`src/rtl/alu_driver.sv`:
```
// Command FIFO plus IDLE/EXEC/RESP sequencer that drives a 4-bit ALU and returns its results in order.
// Define ALU_DRIVER_CHECK_EN to add an internal result model and a sticky err flag.
package alu_driver_pkg;
    typedef enum logic [2:0] {
        ADD            = 3'd0,
        SUB            = 3'd1,
        BITWISE_INVERT = 3'd2,
        REDUCTION      = 3'd3
    } opcode_e;

    typedef struct packed {
        opcode_e    op;
        logic [3:0] a;
        logic [3:0] b;
    } cmd_t;
endpackage

module alu_driver
    import alu_driver_pkg::*;
#(
    parameter int DEPTH = 4
) (
    input  logic       clk,
    input  logic       rst,
    input  logic       cmd_valid,
    output logic       cmd_ready,
    input  opcode_e    cmd_opcode,
    input  logic [3:0] cmd_a,
    input  logic [3:0] cmd_b,
    output opcode_e    alu_opcode,
    output logic [3:0] alu_a,
    output logic [3:0] alu_b,
    input  logic [3:0] alu_c,
    output logic       rsp_valid,
    input  logic       rsp_ready,
    output logic [3:0] rsp_data,
    output opcode_e    rsp_opcode,
    output logic       busy,
    output logic       err
);
    localparam int          AW       = $clog2(DEPTH);
    localparam logic [AW:0] FULL_CNT = (AW + 1)'(DEPTH);

    typedef enum logic [1:0] {IDLE, EXEC, RESP} state_e;

    state_e        state_reg;
    cmd_t          fifo_mem [DEPTH];
    logic [AW-1:0] wr_ptr_reg;
    logic [AW-1:0] rd_ptr_reg;
    logic [AW:0]   count_reg;
    opcode_e       alu_opcode_reg;
    logic [3:0]    alu_a_reg;
    logic [3:0]    alu_b_reg;
    logic          rsp_valid_reg;
    logic [3:0]    rsp_data_reg;
    opcode_e       rsp_opcode_reg;

    cmd_t head;
    logic fifo_empty;
    logic push;
    logic pop;

    assign head       = fifo_mem[rd_ptr_reg];
    assign fifo_empty = (count_reg == '0);
    assign cmd_ready  = (count_reg != FULL_CNT);
    assign push       = cmd_valid && cmd_ready;
    // A new command is issued from IDLE, or straight after a consumed response.
    assign pop        = !fifo_empty && ((state_reg == IDLE) || ((state_reg == RESP) && rsp_ready));

    assign alu_opcode = alu_opcode_reg;
    assign alu_a      = alu_a_reg;
    assign alu_b      = alu_b_reg;
    assign rsp_valid  = rsp_valid_reg;
    assign rsp_data   = rsp_data_reg;
    assign rsp_opcode = rsp_opcode_reg;
    assign busy       = !fifo_empty || (state_reg != IDLE);

    always_ff @(posedge clk) begin
        if (push) begin
            fifo_mem[wr_ptr_reg] <= '{op: cmd_opcode, a: cmd_a, b: cmd_b};
        end
    end

    always_ff @(posedge clk) begin
        if (rst) begin
            state_reg      <= IDLE;
            wr_ptr_reg     <= '0;
            rd_ptr_reg     <= '0;
            count_reg      <= '0;
            alu_opcode_reg <= ADD;
            alu_a_reg      <= 4'h0;
            alu_b_reg      <= 4'h0;
            rsp_valid_reg  <= 1'b0;
            rsp_data_reg   <= 4'h0;
            rsp_opcode_reg <= ADD;
        end else begin
            if (push) begin
                wr_ptr_reg <= wr_ptr_reg + AW'(1);
            end
            if (pop) begin
                rd_ptr_reg     <= rd_ptr_reg + AW'(1);
                alu_opcode_reg <= head.op;
                alu_a_reg      <= head.a;
                alu_b_reg      <= head.b;
            end
            unique case ({push, pop})
                2'b10:   count_reg <= count_reg + (AW + 1)'(1);
                2'b01:   count_reg <= count_reg - (AW + 1)'(1);
                default: count_reg <= count_reg;
            endcase

            unique case (state_reg)
                IDLE: begin
                    if (pop) begin
                        state_reg <= EXEC;
                    end
                end
                EXEC: begin
                    rsp_data_reg   <= alu_c;
                    rsp_opcode_reg <= alu_opcode_reg;
                    rsp_valid_reg  <= 1'b1;
                    state_reg      <= RESP;
                end
                RESP: begin
                    if (rsp_ready) begin
                        rsp_valid_reg <= 1'b0;
                        state_reg     <= pop ? EXEC : IDLE;
                    end
                end
                default: state_reg <= IDLE;
            endcase
        end
    end

`ifdef ALU_DRIVER_CHECK_EN
    logic [3:0] model_c;
    logic       err_reg;

    always_comb begin
        model_c = 4'h0;
        case (alu_opcode_reg)
            ADD:            model_c = alu_a_reg + alu_b_reg;
            SUB:            model_c = alu_a_reg - alu_b_reg;
            BITWISE_INVERT: model_c = ~alu_a_reg;
            REDUCTION:      model_c = {3'b000, |alu_b_reg};
            default:        model_c = 4'h0;
        endcase
    end

    // Operands have been stable for a full cycle by EXEC, so alu_c is settled there.
    always_ff @(posedge clk) begin
        if (rst) begin
            err_reg <= 1'b0;
        end else if ((state_reg == EXEC) && (alu_c != model_c)) begin
            err_reg <= 1'b1;
        end
    end

    assign err = err_reg;
`else
    assign err = 1'b0;
`endif

endmodule

```
`config.mk`:
```
export PLATFORM = sky130hd
export DESIGN_NAME = alu_driver
export DESIGN_NICKNAME = d
export VERILOG_FILES = /design/src/rtl/alu_driver.sv
export SDC_FILE = /design/constraint.sdc
export NUM_CORES = 1
export LEC_CHECK = 0
export ABC_CLOCK_PERIOD_IN_PS = 3450
export CAP_MARGIN = 0
export CORE_ASPECT_RATIO = 0.8
export CORE_MARGIN = 2
export CORE_UTILIZATION = 50
export CTS_CLUSTER_DIAMETER = 100
export DETAILED_ROUTE_END_ITERATION = 16
export GPL_TIMING_DRIVEN = 1
export PLACE_DENSITY = 0.85
export SETUP_SLACK_MARGIN = 0.1
export SLEW_MARGIN = 20
export SYNTH_ARGS = -nofsm -noshare
export SYNTH_HDL_FRONTEND = slang
export SYNTH_SLANG_ARGS = --single-unit
export TNS_END_PERCENT = 20
```
`constraint.sdc`:
```
create_clock -name clk -period 3.45 [get_ports clk]
set_input_delay 0.69 -clock clk [delete_from_list [all_inputs] [get_ports clk]]
set_output_delay 0.69 -clock clk [all_outputs]
set_load 0.005 [all_outputs]
```
* Yosys cells after proc, flatten, opt, wreduce, memory -nomap -nowiden
Memories as Yosys holds them, arrays and structs flattened. A register that Yosys moved wholly into a read port is not among the register bits. Index checks and enable logic that the tools add are counted.
Storage, ports and cells: RAM bits 44, register bits 17, word-level logic and storage cells 41, memories kept 1, bits of input ports 19, output and inout port bits 22
Memory list:
- fifo_mem | words 4, width 11, read ports 1, clocked after Yosys merged registers in 1, write ports 1, RTL line 47 | cmd_t fifo_mem [DEPTH];
Operators by class: mux-type cells 9, add/subtract/negate cells 4, equality and inequality tests 7, reductions and logical operators 13
Operators with widths (count):
- 2-bit one-hot mux with 3 select lines | 1
- 3-bit one-hot mux with 2 select lines | 1
- 2-bit nonzero test | 3
- 2-bit by 1-bit adder with 2-bit output, second input constant | 2
- 2-bit by 1-bit equality test with 1-bit output, second input constant | 2
- 2-bit equality test, second input constant | 2
- 1-bit two-way mux | 4
- 2-bit two-way mux | 2
- 2-bit != test, second input constant | 2
- 2-bit AND reduction | 2
- 3-bit by 1-bit adder with 3-bit output, second input constant | 1
- 1-bit logical AND | 3
- 3-bit logical NOT | 1
- 3-bit != test, second input constant | 1
- 3-bit by 1-bit subtractor with 3-bit output, second input constant | 1
- 2-bit logical NOT | 1
- 1-bit logical OR | 2
- 1-bit one-hot mux with 2 select lines | 1
- 1-bit logical NOT | 1

* Depth between registers and ports, before layout
Gate-level depths: netlist of run 1.
depth after elaboration 7, depth in mapped cells 8, mapped depth without buffers 7

* Worst setup path before layout of run 1
OpenSTA, ideal clock, no wires.
path type input -> register, start input rsp_ready, end register count_reg[2], arrival 2361 ps, setup slack 1019 ps, library setup time 70 ps, path buffers 1, data required time 3380 ps, stages 8, cells stage by stage nor2b_1 > nor3_1 > buf_2 > ha_1 > fa_1 > xnor2_1 > or3_1 > a21oi_1
On the way: word-level cells in the longest chain between the ends 5, elaborated cells on any way between the ends 7, those cells by class 2 x eq/ne; 1 x mux; 4 x reduce/logical
Ends and longest elaborated chain:
- start: declaration | RTL line 35 | input logic rsp_ready,
- 1-bit logical AND * | RTL line 68 | assign pop = !fifo_empty && ((state_reg == IDLE) || ((state_reg == RESP) && rsp_ready));
- 1-bit logical OR * | RTL line 68
- 1-bit logical AND * | RTL line 68
- net pop | RTL line 61 | logic pop;
- 2-bit by 1-bit equality test with 1-bit output or 2-bit equality test (tied branches) | RTL line 106 | unique case ({push, pop})
- 3-bit one-hot mux with 2 select lines or 2-bit nonzero test (tied branches)
- end signal: assignment | RTL line 107 | 2'b10: count_reg <= count_reg + (AW + 1)'(1);
- end signal: assignment | RTL line 108 | 2'b01: count_reg <= count_reg - (AW + 1)'(1);
- end signal: assignment | RTL line 109 | default: count_reg <= count_reg;
- end: declaration | RTL line 50 | logic [AW:0] count_reg;
The timed path passes the listed nets; every way through them passes the cells marked *. A chain may end at the register's enable or synchronous reset.

* Worst setup path in the final report of run 1
start input rsp_ready, end register count_reg[2]
On the way: word-level cells in the longest chain between the ends 5, elaborated cells on any way between the ends 7, those cells by class 2 x eq/ne; 1 x mux; 4 x reduce/logical
Ends and longest elaborated chain (RTL line):
- 1-bit logical AND * | 68
- 1-bit logical OR * | 68
- 1-bit logical AND * | 68
- 2-bit by 1-bit equality test with 1-bit output or 2-bit equality test (tied branches) | 106
- 3-bit one-hot mux with 2 select lines or 2-bit nonzero test (tied branches)
Every way passes the cells marked *; elsewhere a longest branch is shown, timed or not.

==> flow_metrics.env, run 1 <==
export IMPL_synth_edf_count=44
export IMPL_largest_register_ff_count=44
export IMPL_fin_crit_ns=2.591
export IMPL_post_cts_setup_buffer_count=0
export IMPL_avgSynthCellArea_um2=15.16
export IMPL_rows=24
export IMPL_setup_viol=0
export IMPL_netlist_area_um2=2865
export IMPL_slowest_stage="clkdlybuf4s50_1"
export IMPL_htree_num_levels=3
export IMPL_cts_buffer_depth=2
export IMPL_hpwl_mm=3.306
export IMPL_rsz0062_at_grt="no"
export IMPL_startpoint_type="input pin"
export IMPL_clock_latency_ns=0.34
export IMPL_placed_area_um2=3292
export IMPL_cp_num_buf_inv=1
export IMPL_p_per_area_nw_per_um2=777.2
export IMPL_finalHoldViolCount=0
export IMPL_critPathCaptureType="flip-flop"
export IMPL_clk_pin_slew_ns=0.07
export IMPL_drt_pass1_iter_count=4
export IMPL_critPathRequiredTime_ns=3.72
export IMPL_worst_path_max_fanout=5
export IMPL_ant_nets=0
export IMPL_drcViolationCount=0
export IMPL_root_buffer="clkbuf_8"
export IMPL_synth_seq_cells=72
export IMPL_design_portCount=41
export IMPL_crit_chain="clkdlybuf4s50_1 > nor2b_1 > nor3_1 > ha_1 > fa_1 > xnor2_1 > or3_1 > a21oi_1"
export IMPL_syn_to_final_growth_pct=22.93
export IMPL_cts_resized=0
export IMPL_gp_congestion=0.7392
export IMPL_die_x_um=88.64
export IMPL_setup_tns_ns=0
export IMPL_post_drt_via_cell_ratio=5.302
export IMPL_drt_iter0_drc=77
export IMPL_wl_per_cell_um=16.21
export IMPL_cts_tree="built"
export IMPL_relSlewSlack_pct=51.42
export IMPL_min_period_over_period_pct=75.10
export IMPL_core_area_um2=5495
export IMPL_finalPower_mw=2.737
export IMPL_cts_hold_buffers=0
export IMPL_stdcell_area_um2=3522
export IMPL_cts_sinks=72
export IMPL_grt_pass1_vias=1622
export IMPL_grt_pass1_wl_mm=7.845
export IMPL_yosysSeqAreaShare_pct=65.68
export IMPL_async_flop_share_pct=0
export IMPL_grt_max_degree=22
export IMPL_fp_dieH_um=71.71
export IMPL_critPathKind="in2reg"
export IMPL_crit_family="simple AND/OR/NAND/NOR gates"
export IMPL_antenna_found_initial=0
export IMPL_hold_path_class="reg2reg"
export IMPL_p_leak_nw=1.211
export IMPL_io_buffer_count=39
export IMPL_ir_drop_v=0.0003193
export IMPL_status="completed"
export IMPL_worst_pin_slew_ns=0.7277
export IMPL_yosys_warnings=0
export IMPL_grt_overflow_total=0
export IMPL_start_util_pct=52.14
export IMPL_synth_nets=214
export IMPL_drive_above_1_share_pct=9.013
export IMPL_via_count=1649
export IMPL_final_util_pct=64.09
export IMPL_regMostFlops="fifo_mem"
export IMPL_critPathMaxStageDelay_ns=0.46
export IMPL_die_area_um2=6356
export IMPL_synth_top_cells_by_area="edfxtp_1 (46%), dfxtp_1 (20%), mux4_1 (10%)"
export IMPL_drt_total_wl_mm=5.041
export IMPL_numCtsBuffers=9
export IMPL_timing_final_max_slew_violations=0
export IMPL_yosysUniqueCellTypes=39
export IMPL_cap_violations=0
export IMPL_ys_flop_type="edfxtp_1"
export IMPL_worstPathArrival_ns=2.86
export IMPL_antenna_cells=0
export IMPL_fmax_mhz=386.0
export IMPL_synth_top_area_share_pct=46.11
export IMPL_postSynthCellCount=189
export IMPL_nets=253
export IMPL_skew_ns=0.01026
export IMPL_yosysTopAreaCell="edfxtp_1"
export IMPL_grtUsageTotal_pct=17.43
## synth_stat cells, types with 2 or more instances
library cell and count:
o2bb2ai_1 11, mux4_1 11, clkbuf_1 2, dfxtp_1 28
inv_1 3, ha_1 5, nand3_1 2, nor2b_1 3
and3_1 4, nor2_1 5, nand2_1 16, a21o_1 2
nand2b_1 12, edfxtp_1 44, buf_1 2, a21oi_1 11
buf_2 6
## final cells by class
| type | count | area (um^2) |
|---|---|---|
| repair buffers | 42 | 412.9 |
| fillers | 402 | 1973 |
| clock buffers | 12 | 135.1 |
| inverters | 3 | 11.26 |
| flip-flops and latches | 72 | 1882 |
| well taps | 78 | 97.59 |
| clock inverters | 4 | 95.09 |
| multi-input cells | 100 | 888.4 |
## power by group
group | leakage [nW] | switching (mW) | total, mW | internal [mW]
sequential | 0.633 | 0.140 | 1.21 | 1.07
combinational | 0.463 | 0.325 | 0.761 | 0.436
clock | 0.115 | 0.287 | 0.767 | 0.480
total | 1.21 | 0.752 | 2.74 | 1.99
## logic make-up after synthesis
| family | Yosys count | share of synthesized area, % |
|---|---|---|
| other | 1 | 0.1309 |
| XOR/XNOR | 2 | 0.6115 |
| multiplexers | 13 | 10.83 |
| flip-flops | 72 | 65.68 |
| AND/OR/NAND/NOR | 50 | 9.694 |
| adder cells (fa/ha/maj) | 6 | 2.882 |
| buffers and inverters | 17 | 3.319 |
| AO/OA/AOI/OAI | 28 | 6.856 |
## metrics by stage
| stage | instances | hold WS, ns | setup WS (ns) |
|---|---|---|---|
| after floorplan | 189 | 0.4527 | 1.019 |
| after global placement | 295 | 0.4411 | 0.6443 |
| after detailed placement | 295 | 0.4476 | 0.5386 |
| after CTS | 311 | 0.4578 | 0.8594 |
| after global routing | 311 | 0.4784 | 0.7301 |
| final | 311 | 0.4546 | 0.8590 |
## tightest hold or removal path: stages (launching register included)
cell and delay [ns]:
dfxtp_1 0.31, nand2_1 0.05, a21oi_1 0.05
## cell usage in the layout, fill, tap and decap left out, drive strengths merged, types with 2 or more instances in the layout
master         Yosys  final
nand3              2      2
edfxtp            44     44
mux4              11     11
nand2             16     16
and3               4      4
a21oi             12     12
ha                 5      5
inv                3      3
a21o               2      2
buf               11      3
nand2b            12     12
nor2               5      5
nor2b              3      3
bufinv             0      3
o2bb2ai           11     11
dfxtp             28     28
clkbuf             3     12
clkdlybuf4s50      0     39
nor3               2      2
## layer usage
metal,up-vias,global-route usage (%),routed length [um]
li1,788,-,-
met1,802,19.47,2094
met4,0,4.882,63
met5,-,0,0
met2,52,29.44,2553
met3,7,8.756,330
## final timing paths
path | start | to | slack [ns] | cells past startpoint
max | rsp_ready | count_reg[2] | 0.86 | 8
min | rsp_data[0] | rsp_data[0] | 0.45 | 2
max reg2reg | state_reg[1] | count_reg[2] | 1.22 | 7
min reg2reg | rsp_data[0] | rsp_data[0] | 0.45 | 2
No activity file was read; power rests on OpenSTA's default activity.
==> run 2, diff against run 1 <==
Settings changed: ABC_CLOCK_PERIOD_IN_PS 3450 to 2600.
Clock period 3.45 ns to 2.6 ns, I/O delays scaled along.
==> flow_metrics.env, run 2 (same netlist as run 1, synthesis figures left out) <==
export IMPL_status="completed"
export IMPL_ir_drop_v=0.0004926
export IMPL_ant_nets=0
export IMPL_fill_cells=411
export IMPL_regMostFlops="fifo_mem"
export IMPL_grt_max_degree=15
export IMPL_drive_above_1_share_pct=10.59
export IMPL_worst_pin_slew_ns=0.6890
export IMPL_finalHoldViolCount=0
export IMPL_p_per_area_nw_per_um2=977.8
export IMPL_critPathRequiredTime_ns=2.08
export IMPL_nets=256
export IMPL_drt_iter0_drc=118
export IMPL_cts_resized=0
export IMPL_startpoint_type="flip-flop"
export IMPL_worst_path_max_fanout=10
export IMPL_timing_rr_start="count_reg[0]"
export IMPL_final_cell_mix="edfxtp_1 (44), clkdlybuf4s50_1 (39), dfxtp_1 (28), nand2_1 (16), nand2b_1 (12)"
export IMPL_clk_pin_slew_ns=0.08
export IMPL_clock_latency_ns=0.34
export IMPL_holdWs_ns=0.4541
export IMPL_io_buffer_count=39
export IMPL_fin_crit_ns=2.260
export IMPL_r2r_end="count_reg[2]"
export IMPL_stdcell_count=314
export IMPL_grt_overflow_total=0
export IMPL_final_util_pct=63.71
export IMPL_multi_input_area_um2=888.4
export IMPL_design_portCount=41
export IMPL_layout_commonest_cell="edfxtp_1"
export IMPL_cp_startpoint="count_reg[2]"
export IMPL_setup_viol=0
export IMPL_r2r_slack_ns=0.43
export IMPL_core_area_um2=5495
export IMPL_grt_pass1_vias=1618
export IMPL_cap_violations=0
export IMPL_fmax_mhz=442.5
export IMPL_rsz0062_at_grt="no"
export IMPL_grtUsageTotal_pct=15.96
export IMPL_htree_num_levels=3
export IMPL_post_cts_setup_buffer_count=0
export IMPL_p_leak_nw=1.201
export IMPL_skew_ns=0.009151
export IMPL_antenna_cells=0
export IMPL_drt_total_wl_mm=4.731
export IMPL_cts_sinks=72
export IMPL_post_drt_via_cell_ratio=5.245
export IMPL_die_x_um=88.64
export IMPL_root_buffer="clkbuf_8"
export IMPL_critPathKind="reg2out"
export IMPL_drt_pass1_iter_count=5
export IMPL_timing_final_max_slew_violations=0
export IMPL_worstPathArrival_ns=1.74
export IMPL_relSlewSlack_pct=54.00
export IMPL_grt_pass1_wl_mm=7.403
export IMPL_setup_tns_ns=0
export IMPL_syn_to_final_growth_pct=22.18
export IMPL_wl_per_cell_um=15.07
export IMPL_antenna_found_initial=0
export IMPL_gp_congestion=0.7689
export IMPL_die_area_um2=6356
export IMPL_cts_hold_buffers=0
export IMPL_ff2ff_path_depth=7
export IMPL_start_util_pct=52.14
export IMPL_hpwl_mm=3.154
export IMPL_via_count=1647
export IMPL_cts_tree="built"
export IMPL_fp_dieH_um=71.71
export IMPL_numCtsBuffers=9
export IMPL_largest_register_ff_count=44
export IMPL_hold_path_class="reg2reg"
export IMPL_cts_buffer_depth=2
export IMPL_setup_worst_path_end="cmd_ready"
export IMPL_drcViolationCount=0
export IMPL_min_period_over_period_pct=86.91
export IMPL_dpl_cell_count=298
export IMPL_seq_area_um2=1882
export IMPL_critPathCaptureType="output pin"
export IMPL_rows=24
==> run 2: layer usage <==
metal | track usage (%) | vias to the layer above | share of wire [%]
met5 | 0 | - | 0
met3 | 7.258 | 8 | 6.0
met1 | 18.47 | 799 | 43
met2 | 26.20 | 45 | 50
met4 | 5.724 | 0 | 1.0
li1 | - | 795 | -
==> run 2: worst min-delay path by stage <==
stage / start / slack (ns) / end / cells past startpoint
final: rsp_data[0] / 0.45 / rsp_data[0] / 2
after floorplan: rsp_data[0] / 0.45 / rsp_data[0] / 2
after global placement: rsp_data[2] / 0.44 / rsp_data[2] / 2
after global routing: rsp_data[0] / 0.47 / rsp_data[0] / 2
after detailed placement: rsp_data[0] / 0.45 / rsp_data[0] / 2
after CTS: rsp_data[0] / 0.45 / rsp_data[0] / 2
==> run 2: report_power, final <==
group	internal [mW]	switching, mW	leakage, nW
combinational	0.582	0.419	0.478
clock	0.432	0.392	0.0901
sequential	1.42	0.179	0.633
==> run 2: layout make-up <==
type,instances,share of cell area (%)
Tap cell,78,2.788
Timing Repair Buffer,45,12.44
Clock buffer,9,3.538
Clock inverter,7,1.787
Sequential cell,72,53.75
Inverter,3,0.3217
Multi-Input combinational cell,100,25.38
==> run 2: stage by stage <==
step	area, um^2	worst slack [ns]	power, mW
2_1_floorplan	2865	0.3392	2.239
3_3_place_gp	3314	0.1500	2.592
3_5_place_dp	3314	0.08922	2.635
4_1_cts	3501	0.3331	3.449
5_1_grt	3501	0.2711	3.603
6_report	3501	0.3403	3.423
==> run 2: critical path, cell delays in order (launching register included) <==
cell and delay (ns):
dfxtp_1 0.39, or3b_1 0.51, clkdlybuf4s50_1 0.50
==> run 3, diff against run 2 <==
Settings changed: ABC_CLOCK_PERIOD_IN_PS 2600 to 2650, PLACE_DENSITY 0.85 to 0.84.
Clock period 2.6 ns to 2.65 ns, I/O delays scaled along.
==> flow_metrics.env, run 3 (same netlist as run 1, synthesis figures left out) <==
export IMPL_cts_buffer_depth=2
export IMPL_cp_startpoint="count_reg[0]"
export IMPL_drt_pass1_iter_count=4
export IMPL_clk_pin_slew_ns=0.08
export IMPL_cap_violations=0
export IMPL_worst_pin_slew_ns=0.7063
export IMPL_start_util_pct=52.14
export IMPL_layout_commonest_cell="edfxtp_1"
export IMPL_regMostFlops="fifo_mem"
export IMPL_post_drt_via_cell_ratio=5.153
export IMPL_rsz0062_at_grt="no"
export IMPL_hpwl_mm=3.093
export IMPL_hold_path_class="reg2reg"
export IMPL_cts_sinks=72
export IMPL_relSlewSlack_pct=52.85
export IMPL_timing_final_max_slew_violations=0
export IMPL_wl_per_cell_um=15.39
export IMPL_grt_max_degree=18
export IMPL_timing_rr_start="count_reg[0]"
export IMPL_core_area_um2=5495
export IMPL_ant_nets=0
export IMPL_slowest_stage="or3b_1"
export IMPL_drt_total_wl_mm=4.832
export IMPL_critPathRequiredTime_ns=2.12
export IMPL_grt_pass1_vias=1590
export IMPL_htree_num_levels=3
export IMPL_skew_ns=0.009202
export IMPL_startpoint_type="flip-flop"
export IMPL_p_leak_nw=1.221
export IMPL_placed_area_um2=3314
export IMPL_stdcell_area_um2=3533
export IMPL_die_x_um=88.64
export IMPL_min_from="rsp_opcode[1]"
export IMPL_clock_latency_ns=0.34
export IMPL_crit_chain="or3b_1 > clkdlybuf4s50_1"
export IMPL_holdWs_ns=0.4586
export IMPL_grt_pass1_wl_mm=7.707
export IMPL_grt_overflow_total=0
export IMPL_largest_register_ff_count=44
export IMPL_drive_above_1_share_pct=11.44
export IMPL_worst_path_max_fanout=10
export IMPL_setup_viol=0
export IMPL_final_cell_mix="edfxtp_1 (44), clkdlybuf4s50_1 (39), dfxtp_1 (28), nand2_1 (16), nand2b_1 (12)"
export IMPL_antenna_cells=0
export IMPL_die_area_um2=6356
export IMPL_critPathCaptureType="output pin"
export IMPL_design_portCount=41
export IMPL_worstPathArrival_ns=1.77
export IMPL_critPathKind="reg2out"
export IMPL_post_cts_setup_buffer_count=0
export IMPL_grtUsageTotal_pct=16.87
export IMPL_cts_resized=0
export IMPL_finalHoldViolCount=0
export IMPL_cp_num_buf_inv=1
export IMPL_final_util_pct=64.30
export IMPL_drt_iter0_drc=120
export IMPL_ir_drop_v=0.0004801
export IMPL_min_period_over_period_pct=86.76
export IMPL_antenna_found_initial=0
export IMPL_stdcell_count=314
export IMPL_cts_tree="built"
export IMPL_cts_hold_buffers=0
export IMPL_dpl_cell_count=298
export IMPL_rows=24
export IMPL_setup_tns_ns=0
export IMPL_fmax_mhz=435.0
export IMPL_critPathMaxStageDelay_ns=0.55
export IMPL_layout_setup_ws_ns=0.3509
export IMPL_io_buffer_count=39
export IMPL_crit_family="simple AND/OR/NAND/NOR gates"
export IMPL_syn_to_final_growth_pct=23.32
export IMPL_root_buffer="clkbuf_8"
export IMPL_p_per_area_nw_per_um2=989.1
export IMPL_fin_crit_ns=2.299
export IMPL_drcViolationCount=0
export IMPL_nets=256
export IMPL_via_count=1618
export IMPL_gp_congestion=0.7623
export IMPL_numCtsBuffers=9
export IMPL_dp_slack_ns=0.1634
export IMPL_status="completed"
export IMPL_fp_dieH_um=71.71
export IMPL_finalPower_mw=3.495
run 3: cell types whose count changed in the layout (fill, tap and decap cells not counted):
cell	delta
clkinv_1	-2
bufinv_16	+1
clkinv_4	+1
clkinvlp_4	-1
inv_6	+1
run 3: routing by layer:
layer | global-route usage (%) | vias to the layer above | share of wire, %
met5 | 0 | - | 0
met4 | 6.061 | 0 | 1.5
li1 | - | 793 | -
met2 | 26.04 | 39 | 49
met3 | 7.373 | 8 | 5.2
met1 | 21.30 | 778 | 44
run 3: worst paths after layout:
path                    to  slack (ns)  cells after the start
max              cmd_ready        0.35                      2
max reg2reg   count_reg[2]        0.47                      7
min          rsp_opcode[1]        0.46                      2
min reg2reg  rsp_opcode[1]        0.46                      2
run 3: worst reg2reg max path, stage by stage (launching register included):
cell     delay [ns]
dfxtp_1        0.37
nor3_2         0.40
nor3_1         0.13
ha_1           0.24
fa_1           0.38
xnor2_1        0.14
or3_1          0.31
a21oi_1        0.14
run 3: final cells by class:
cell class	count	area, um^2
inverters	3	11.26
repair buffers	45	435.4
clock buffers	9	123.9
flip-flops and latches	72	1882
well taps	78	97.59
clock inverters	7	95.09
fillers	410	1962
multi-input cells	100	888.4
run 3: report_power, final:
part,switching [mW],total (mW),internal (mW)
registers,0.180,1.57,1.39
logic,0.424,0.994,0.570
clock network,0.398,0.928,0.531
total,1.00,3.49,2.49
